`config.mk`:
```
export PLATFORM = sky130hd
export DESIGN_NAME = gnt_burst_ctrl
export DESIGN_NICKNAME = d
export VERILOG_FILES = /design/src/rtl/gnt_burst_pkg.sv /design/src/rtl/gnt_out_reg.sv /design/src/rtl/gnt_burst_ctrl.sv
export SDC_FILE = /design/constraint.sdc
export NUM_CORES = 1
export LEC_CHECK = 0
export CAP_MARGIN = 10
export CORE_MARGIN = 2
export CORE_UTILIZATION = 46
export CTS_CLUSTER_SIZE = 40
export DETAILED_ROUTE_END_ITERATION = 16
export PLACE_DENSITY = 0.83
export SYNTH_ARGS = -nofsm -noshare
export SYNTH_HDL_FRONTEND = slang
export SYNTH_SLANG_ARGS = --single-unit
```
`constraint.sdc`:
```
create_clock -name clock -period 5.6 [get_ports clock]
set_input_delay 0.56 -clock clock [delete_from_list [all_inputs] [get_ports clock]]
set_output_delay 0.56 -clock clock [all_outputs]
set_load 0.03 [all_outputs]
```
`src/rtl/gnt_burst_pkg.sv`:
```
// rtl/gnt_burst_pkg.sv - shared types and helpers for the grant-to-burst controller
package gnt_burst_pkg;

    typedef enum logic [1:0] {
        IDLE  = 2'd0,
        OWN0  = 2'd1,
        OWN1  = 2'd2,
        DRAIN = 2'd3
    } state_t;

    localparam logic CLIENT_0 = 1'b0;
    localparam logic CLIENT_1 = 1'b1;

    // Wide enough to hold MAX_BURST itself, so the counter saturates without wrapping.
    function automatic int cnt_width(input int max_burst);
        return $clog2(max_burst + 1);
    endfunction

endpackage

```
`src/rtl/gnt_out_reg.sv`:
```
// rtl/gnt_out_reg.sv - single-entry registered output stage for the shared bus
module gnt_out_reg #(
    parameter int DATA_W = 8
) (
    input  logic              clock,
    input  logic              reset,
    input  logic              bus_ready,
    input  logic              beat_valid,
    input  logic [DATA_W-1:0] beat_data,
    input  logic              beat_owner,
    output logic              load,
    output logic              bus_valid,
    output logic [DATA_W-1:0] bus_data,
    output logic              bus_owner
);

    assign load = !bus_valid | bus_ready;

    // Data and owner are held when the stage empties so the bus never shows stale mixes.
    always_ff @(posedge clock or negedge reset) begin
        if (!reset) begin
            bus_valid <= 1'b0;
            bus_data  <= '0;
            bus_owner <= 1'b0;
        end else if (load) begin
            bus_valid <= beat_valid;
            if (beat_valid) begin
                bus_data  <= beat_data;
                bus_owner <= beat_owner;
            end
        end
    end

endmodule

```
`src/rtl/gnt_burst_ctrl.sv`:
```
// rtl/gnt_burst_ctrl.sv - turns arbiter grants into bounded bursts on one shared bus
// Optional sticky grant_err checker enabled by defining GNT_BURST_CHECK_EN.
module gnt_burst_ctrl
    import gnt_burst_pkg::*;
#(
    parameter int DATA_W    = 8,
    parameter int MAX_BURST = 4
) (
    input  logic              clock,
    input  logic              reset,
    input  logic              gnt_0,
    input  logic              gnt_1,
    input  logic              valid_0,
    input  logic              valid_1,
    input  logic [DATA_W-1:0] data_0,
    input  logic [DATA_W-1:0] data_1,
    output logic              ready_0,
    output logic              ready_1,
    output logic              done_0,
    output logic              done_1,
    output logic              bus_valid,
    output logic [DATA_W-1:0] bus_data,
    output logic              bus_owner,
`ifdef GNT_BURST_CHECK_EN
    output logic              grant_err,
`endif
    input  logic              bus_ready
);

    localparam int                CNT_W   = cnt_width(MAX_BURST);
    localparam logic [CNT_W-1:0]  MAX_CNT = CNT_W'(MAX_BURST);

    state_t             state;
    logic               owner;
    logic [CNT_W-1:0]   beat_cnt;
    logic [CNT_W-1:0]   cnt_next;
    logic               load;
    logic               room;
    logic               accept;
    logic               cur_gnt;
    logic               sel_owner;
    logic [DATA_W-1:0]  sel_data;
    logic               drain_go;

    assign room      = beat_cnt < MAX_CNT;
    assign ready_0   = (state == OWN0) & gnt_0 & load & room;
    assign ready_1   = (state == OWN1) & gnt_1 & load & room;
    assign accept    = (valid_0 & ready_0) | (valid_1 & ready_1);
    assign sel_owner = (state == OWN1) ? CLIENT_1 : CLIENT_0;
    assign sel_data  = (state == OWN1) ? data_1 : data_0;
    assign cur_gnt   = (state == OWN1) ? gnt_1 : gnt_0;
    assign cnt_next  = beat_cnt + CNT_W'(accept);

    // done fires in the same cycle DRAIN hands back to IDLE.
    assign drain_go  = (state == DRAIN) & load;
    assign done_0    = drain_go & (owner == CLIENT_0);
    assign done_1    = drain_go & (owner == CLIENT_1);

    always_ff @(posedge clock or negedge reset) begin
        if (!reset) begin
            state    <= IDLE;
            owner    <= CLIENT_0;
            beat_cnt <= '0;
        end else begin
            case (state)
                IDLE: begin
                    if (gnt_0 & !gnt_1) begin
                        state    <= OWN0;
                        owner    <= CLIENT_0;
                        beat_cnt <= '0;
                    end else if (gnt_1 & !gnt_0) begin
                        state    <= OWN1;
                        owner    <= CLIENT_1;
                        beat_cnt <= '0;
                    end
                end
                OWN0, OWN1: begin
                    beat_cnt <= cnt_next;
                    if (!cur_gnt || cnt_next == MAX_CNT)
                        state <= DRAIN;
                end
                DRAIN: begin
                    if (load)
                        state <= IDLE;
                end
                default: state <= IDLE;
            endcase
        end
    end

    gnt_out_reg #(.DATA_W(DATA_W)) u_out_reg (
        .clock      (clock),
        .reset      (reset),
        .bus_ready  (bus_ready),
        .beat_valid (accept),
        .beat_data  (sel_data),
        .beat_owner (sel_owner),
        .load       (load),
        .bus_valid  (bus_valid),
        .bus_data   (bus_data),
        .bus_owner  (bus_owner)
    );

`ifdef GNT_BURST_CHECK_EN
    logic gnt_0_q;
    logic gnt_1_q;
    logic rise_0;
    logic rise_1;
    logic err_hit;

    assign rise_0  = gnt_0 & !gnt_0_q;
    assign rise_1  = gnt_1 & !gnt_1_q;
    assign err_hit = (gnt_0 & gnt_1)
                   | ((state == OWN0) & rise_1)
                   | ((state == OWN1) & rise_0)
                   | ((state == DRAIN) & ((owner == CLIENT_0) ? rise_1 : rise_0));

    always_ff @(posedge clock or negedge reset) begin
        if (!reset) begin
            gnt_0_q   <= 1'b0;
            gnt_1_q   <= 1'b0;
            grant_err <= 1'b0;
        end else begin
            gnt_0_q <= gnt_0;
            gnt_1_q <= gnt_1;
            if (err_hit)
                grant_err <= 1'b1;
        end
    end
`endif

endmodule

```
==> results of run 1 <==
==> critical path: stages, from the launching register on <==
cell      delay [ns]
dfrtp_1         0.44
inv_1           0.10
ha_1            0.52
nand3_2         0.18
a211oi_4        0.58
ha_1            0.26
ha_1            0.19
xor2_1          0.11
a211o_1         0.33
a211o_1         0.27
==> cell families (layout without fill, tap and decap cells) <==
kind of cell,Yosys count,count (layout),share of synthesized area
compound gates,19,19,0.161
mux,18,18,0.207
simple gates,17,17,0.0927
fa+ha+maj,7,7,0.0901
xor+xnor,1,1,0.00901
buf+inv,7,45,0.0283
flops,16,16,0.412
==> power by group through the flow <==
stage,Combinational [W],Clock [W],Sequential (W)
floorplan,0.000257,0,0.000274
global placement,0.000463,0,0.000213
detailed placement,0.000474,0,0.000215
CTS,0.000477,0.0000797,0.000214
global route,0.000519,0.0000840,0.000221
finish,0.000473,0.0000768,0.000213
==> per-stage QoR <==
stage / setup WS, ns / hold slack, ns / utilization / std cells
floorplan: 3.20 / 0.264 / - / 85
global placement: 2.59 / 0.486 / 0.685 / 146
detailed placement: 2.51 / 0.496 / 0.685 / 146
CTS: 2.54 / 0.522 / 0.703 / 150
global route: 2.24 / 0.545 / 0.703 / 150
finish: 2.52 / 0.517 / 0.703 / 150
==> layout by cell type (no fill, tap or decap) <==
cell | Yosys | routed
nand3_2 | 1 | 1
nand2b_1 | 1 | 1
o21ai_0 | 3 | 3
a21o_1 | 1 | 1
nor2b_1 | 3 | 3
xor2_1 | 1 | 1
mux2_2 | 17 | 17
clkdlybuf4s50_1 | 0 | 36
nand3b_1 | 1 | 1
o31ai_1 | 1 | 1
clkbuf_4 | 0 | 3
a21oi_1 | 3 | 3
nor3_1 | 2 | 2
o2bb2ai_1 | 1 | 1
clkbuf_8 | 0 | 1
a211o_1 | 2 | 2
a32o_1 | 2 | 2
nand3_1 | 1 | 1
a211oi_1 | 1 | 1
inv_1 | 5 | 5
a2111oi_0 | 2 | 2
ha_1 | 7 | 7
and3_1 | 1 | 1
mux2i_1 | 1 | 1
nand2_1 | 5 | 5
a211oi_4 | 1 | 1
dfrtp_1 | 16 | 16
o211a_1 | 2 | 2
nor2_1 | 2 | 2
==> metal layers <==
layer	GRT usage	wire length (um)	vias to the layer above
li1	-	-	391
met1	0.242	892	374
met2	0.329	1060	30
met3	0.0394	146	2
met4	0.0833	10	0
met5	0	0	-
==> worst paths after layout <==
kind                                             from                    end  slack, ns  cells after the start
worst max-delay path                         state[0]               state[1]       2.52                      9
worst min-delay path            u_out_reg.bus_data[3]  u_out_reg.bus_data[3]       0.52                      1
worst max register to register               state[0]               state[1]       2.52                      9
worst min register to register  u_out_reg.bus_data[3]  u_out_reg.bus_data[3]       0.52                      1
max in group asynchronous                       reset                  owner       4.45                      1
min in group asynchronous                       reset  u_out_reg.bus_data[5]       0.69                      1
==> registers in the layout, indices dropped and copies added, names as in the netlist <==
name                 flops
beat_cnt                 3
owner                    1
state                    2
u_out_reg.bus_data       8
u_out_reg.bus_owner      1
u_out_reg.bus_valid      1
==> layout make-up <==
class	instances	area, um^2
multi-input combinational	62	544
tap	27	33.8
fill	148	588
clock buffer	4	36.3
timing repair buffer	36	360
inverter	5	18.8
sequential	16	400
==> flow_metrics.tcl, run 1 <==
set metrics [dict create \
    dieArea_mm2 0.00250 \
    cts-htree-levels 1 \
    min_path_type "flop to flop" \
    power.switching_w 0.000328 \
    placed_cell_area_mm2 0.00136 \
    tritoncts "yes" \
    required_ns 5.78 \
    clock_skew_ns 0.00564 \
    gp_congestion 0.899 \
    crit_type "flop to flop" \
    p_per_area_mw_per_mm2 547 \
    irDropWorstVdd_uv 318 \
    crit_path_max_fanout 12 \
    drt_wl_total_um 2110 \
    grt_pass1_wl_um 3710 \
    drive_gt1_frac 0.187 \
    first_iter_violations 6 \
    cts_made_buffers 3 \
    maxCapViolCount 0 \
    yosysSeqAreaShare 0.412 \
    yosys.area.top_type "dfrtp_1" \
    clk_pin_slew_ns 0.10 \
    maxSlewViolCount 0 \
    ant_nets 0 \
    async_reset_ff_frac 1.00 \
    critPathLaunchType "flop" \
    gr-total-overflow 0 \
    status "finished, final reports clean" \
    portBuffers 36 \
    cts.sinks 16 \
    num_antenna_cells 0 \
    synth_area_um2 972 \
    intPower_w 0.000435 \
    vias_per_cell 5.31 \
    nNetsFinal 154 \
    drc 0 \
    first_pass_iters 4 \
    rsz0062_at_grt "no" \
    clockBufferDepth 2 \
    syn_inst 85 \
    syn_to_final_growth_pct 43.4 \
    max_slew_margin 0.515 \
    vias 797 \
    antenna_found_initial 0 \
    syn_nets 115 \
    yosysMostFrequentCell "mux2_2" \
    fin_area_mm2 0.00139 \
    power_frac_comb 0.620 \
    p_seq_frac 0.279 \
    wire_per_inst_um 14.1 \
    synth_edf_count 0 \
    tightest_slew_ns 0.726 \
    synth-main-ff-cell "dfrtp_1" \
    grt_util_all_layers 0.195 \
    syn_area_per_cell_um2 11.4 \
    synth.area.top_cells "dfrtp_1 (41%), mux2_2 (20%), ha_1 (9.0%)" \
    core_mm2 0.00198 \
    cts_resized 0 \
    period_share 0.550 \
    ctsHoldBuffers 0 \
    setup_viol 0 \
    ys_ff_latch 16 \
    initial_utilization 0.491 \
    io_pins 37 \
    grt_max_degree 17 \
    clock_latency_ns 0.29 \
    post_cts.repair.setup_buffers 0 \
    die_h_um 50.0 \
    root_buffer "clkbuf_4" \
    max_clock_freq_mhz 325 \
    place_hpwl_um 1650 \
    min_period_ns 3.08 \
    row_count 16 \
    yosysWarnings 0 \
    hold_viol_final 0 \
    cp-end-kind "flop" \
    setup-tns-final_ns 0 \
    p_clk_frac 0.101 \
    grt_pass1_vias 835 \
    finalPower_w 0.000763 \
    synth_top_area_frac 0.412 \
    die_w_um 50.0 \
    synth_commonest_cells "mux2_2 (17), dfrtp_1 (16), ha_1 (7)" \
    leakage_nw 0.609 \
    swShare 0.429 \
    crit_arrival_ns 3.26 \
    ys_types 28 \
]
(Power assumes the default switching activity.)
==> run 2: changes to the inputs <==
CORE_UTILIZATION = 43   (was 46)
PLACE_DENSITY = 0.79   (was 0.83)
clock period = 2.9 ns   (was 5.6 ns; I/O delays follow)
==> flow_metrics.tcl, run 2 (same netlist as run 1, synthesis figures left out) <==
set metrics [dict create \
    syn_to_final_growth_pct 45.0 \
    gp_congestion 0.817 \
    cp-end-kind "flop" \
    required_ns 3.05 \
    critPathLaunchType "flop" \
    rsz0062_at_grt "no" \
    regMostFlops "u_out_reg.bus_data" \
    period_share 0.865 \
    post_cts.repair.setup_buffers 0 \
    leakage_nw 0.619 \
    dpl_worst_slack_ns 0.326 \
    first_pass_iters 4 \
    p_per_area_mw_per_mm2 1050 \
    grt_max_degree 17 \
    min_period_ns 2.51 \
    wire_per_inst_um 13.5 \
    nNetsFinal 156 \
    crit_type "flop to flop" \
    first_iter_violations 17 \
    setup_viol 0 \
    cts.sinks 16 \
    gr-total-overflow 0 \
    grt_pass1_vias 840 \
    ctsHoldBuffers 0 \
    path_cells "inv_1 -> ha_1 -> nand3_2 -> a211oi_4 -> ha_1 -> ha_1 -> xor2_1 -> a2111oi_0 -> a211oi_1" \
    num_antenna_cells 0 \
    cts-htree-levels 1 \
    setup-tns-final_ns 0 \
    clock_skew_ns 0.00383 \
    crit_path_max_fanout 5 \
    worst_path_max_delay_cell "a2111oi_0" \
    antenna_found_initial 0 \
    final_common_cell "clkdlybuf4s50_1" \
    irDropWorstVdd_uv 567 \
    min_path_type "input port to asynchronous set/reset pin" \
    cts_made_buffers 3 \
    die_h_um 51.6 \
    tightest_slew_ns 0.696 \
    clock_latency_ns 0.29 \
    row_count 17 \
    io_pins 37 \
    max_stage_delay_ns 0.59 \
    ant_nets 0 \
    dieArea_mm2 0.00266 \
    top_regs "u_out_reg.bus_data: 8 flops, beat_cnt: 3 flops, state: 2 flops" \
    drive_gt1_frac 0.200 \
    maxSlewViolCount 0 \
    tritoncts "yes" \
    max_slew_margin 0.534 \
    max_clock_freq_mhz 399 \
    grt_pass1_wl_um 3570 \
    vias_per_cell 5.18 \
    largest_reg_flops 8 \
    clockBufferDepth 2 \
    crit_arrival_ns 2.66 \
    status "finished, final reports clean" \
    finalPower_w 0.00148 \
    initial_utilization 0.448 \
    vias 792 \
    hold_viol_final 0 \
    grt_util_all_layers 0.181 \
    drc 0 \
    core_mm2 0.00217 \
    root_buffer "clkbuf_4" \
    final.setup.worst_slack_ns 0.391 \
    maxCapViolCount 0 \
    clk_pin_slew_ns 0.10 \
    final_cell_mix "clkdlybuf4s50_1 (36), mux2_2 (17), dfrtp_1 (16)" \
    portBuffers 36 \
    critical_path.most_common_cell "ha_1" \
    drt_wl_total_um 2070 \
    place_hpwl_um 1660 \
    cts_resized 0 \
    placed_cell_area_mm2 0.00137 \
    fin_area_mm2 0.00141 \
    die_w_um 51.6 \
]
## run 2: cell type report
cell class	count	area (um^2)
fill	184	759
sequential	16	400
tap	28	35.0
timing repair buffer	38	375
inverter	5	18.8
clock buffer	4	36.3
multi-input combinational	62	544
## run 2: through the flow
step,cells,utilization,hold slack [ns]
after detailed placement,149,0.633,0.497
final,153,0.650,0.407
after CTS,153,0.650,0.439
after global routing,153,0.650,0.471
after global placement,149,0.633,0.488
after floorplan,85,-,-0.00559
## run 2: path summary, 6_finish.rpt
path	startpoint	endpoint	cells after the start	slack (ns)
worst max register to register	state[0]	state[0]	9	0.39
max in group asynchronous	reset	u_out_reg.bus_data[1]	1	2.05
min in group clock	beat_cnt[1]	beat_cnt[1]	1	0.51
worst min-delay path	reset	u_out_reg.bus_valid	1	0.41
worst max-delay path	state[0]	state[0]	9	0.39
worst min register to register	beat_cnt[1]	beat_cnt[1]	1	0.51
## run 2: power breakdown
| group | total (W) | switching, W | internal [W] |
|---|---|---|---|
| Sequential | 0.000408 | 0.0000767 | 0.000332 |
| Clock | 0.000150 | 0.0000732 | 0.0000765 |
| Combinational | 0.000920 | 0.000478 | 0.000443 |
| Total | 0.00148 | 0.000627 | 0.000851 |
## run 2: metal layers
layer  share of wire  up-vias  wire, um  global-route usage
met5               0        -         0                   0
met4          0.0082        0        17              0.0921
met3           0.028        2        58              0.0345
met2            0.50       17      1030               0.301
met1            0.47      378       966               0.224
li1                -      395         -                   -
## run 2: critical path: cells and delay by family (launching register included)
kind | cells | cell delay [ns]
adder cells (fa/ha/maj) | 3 | 0.59
flip-flops | 1 | 0.45
XOR/XNOR | 1 | 0.11
AND/OR/NAND/NOR | 1 | 0.12
AO/OA/AOI/OAI | 3 | 1.00
buffers and inverters | 1 | 0.11
==> run 3: changes to the inputs <==
CAP_MARGIN = 20   (was 10)
==> results of run 3 <==
Same layout as run 2: the final DEF is identical, and so are final timing and power.
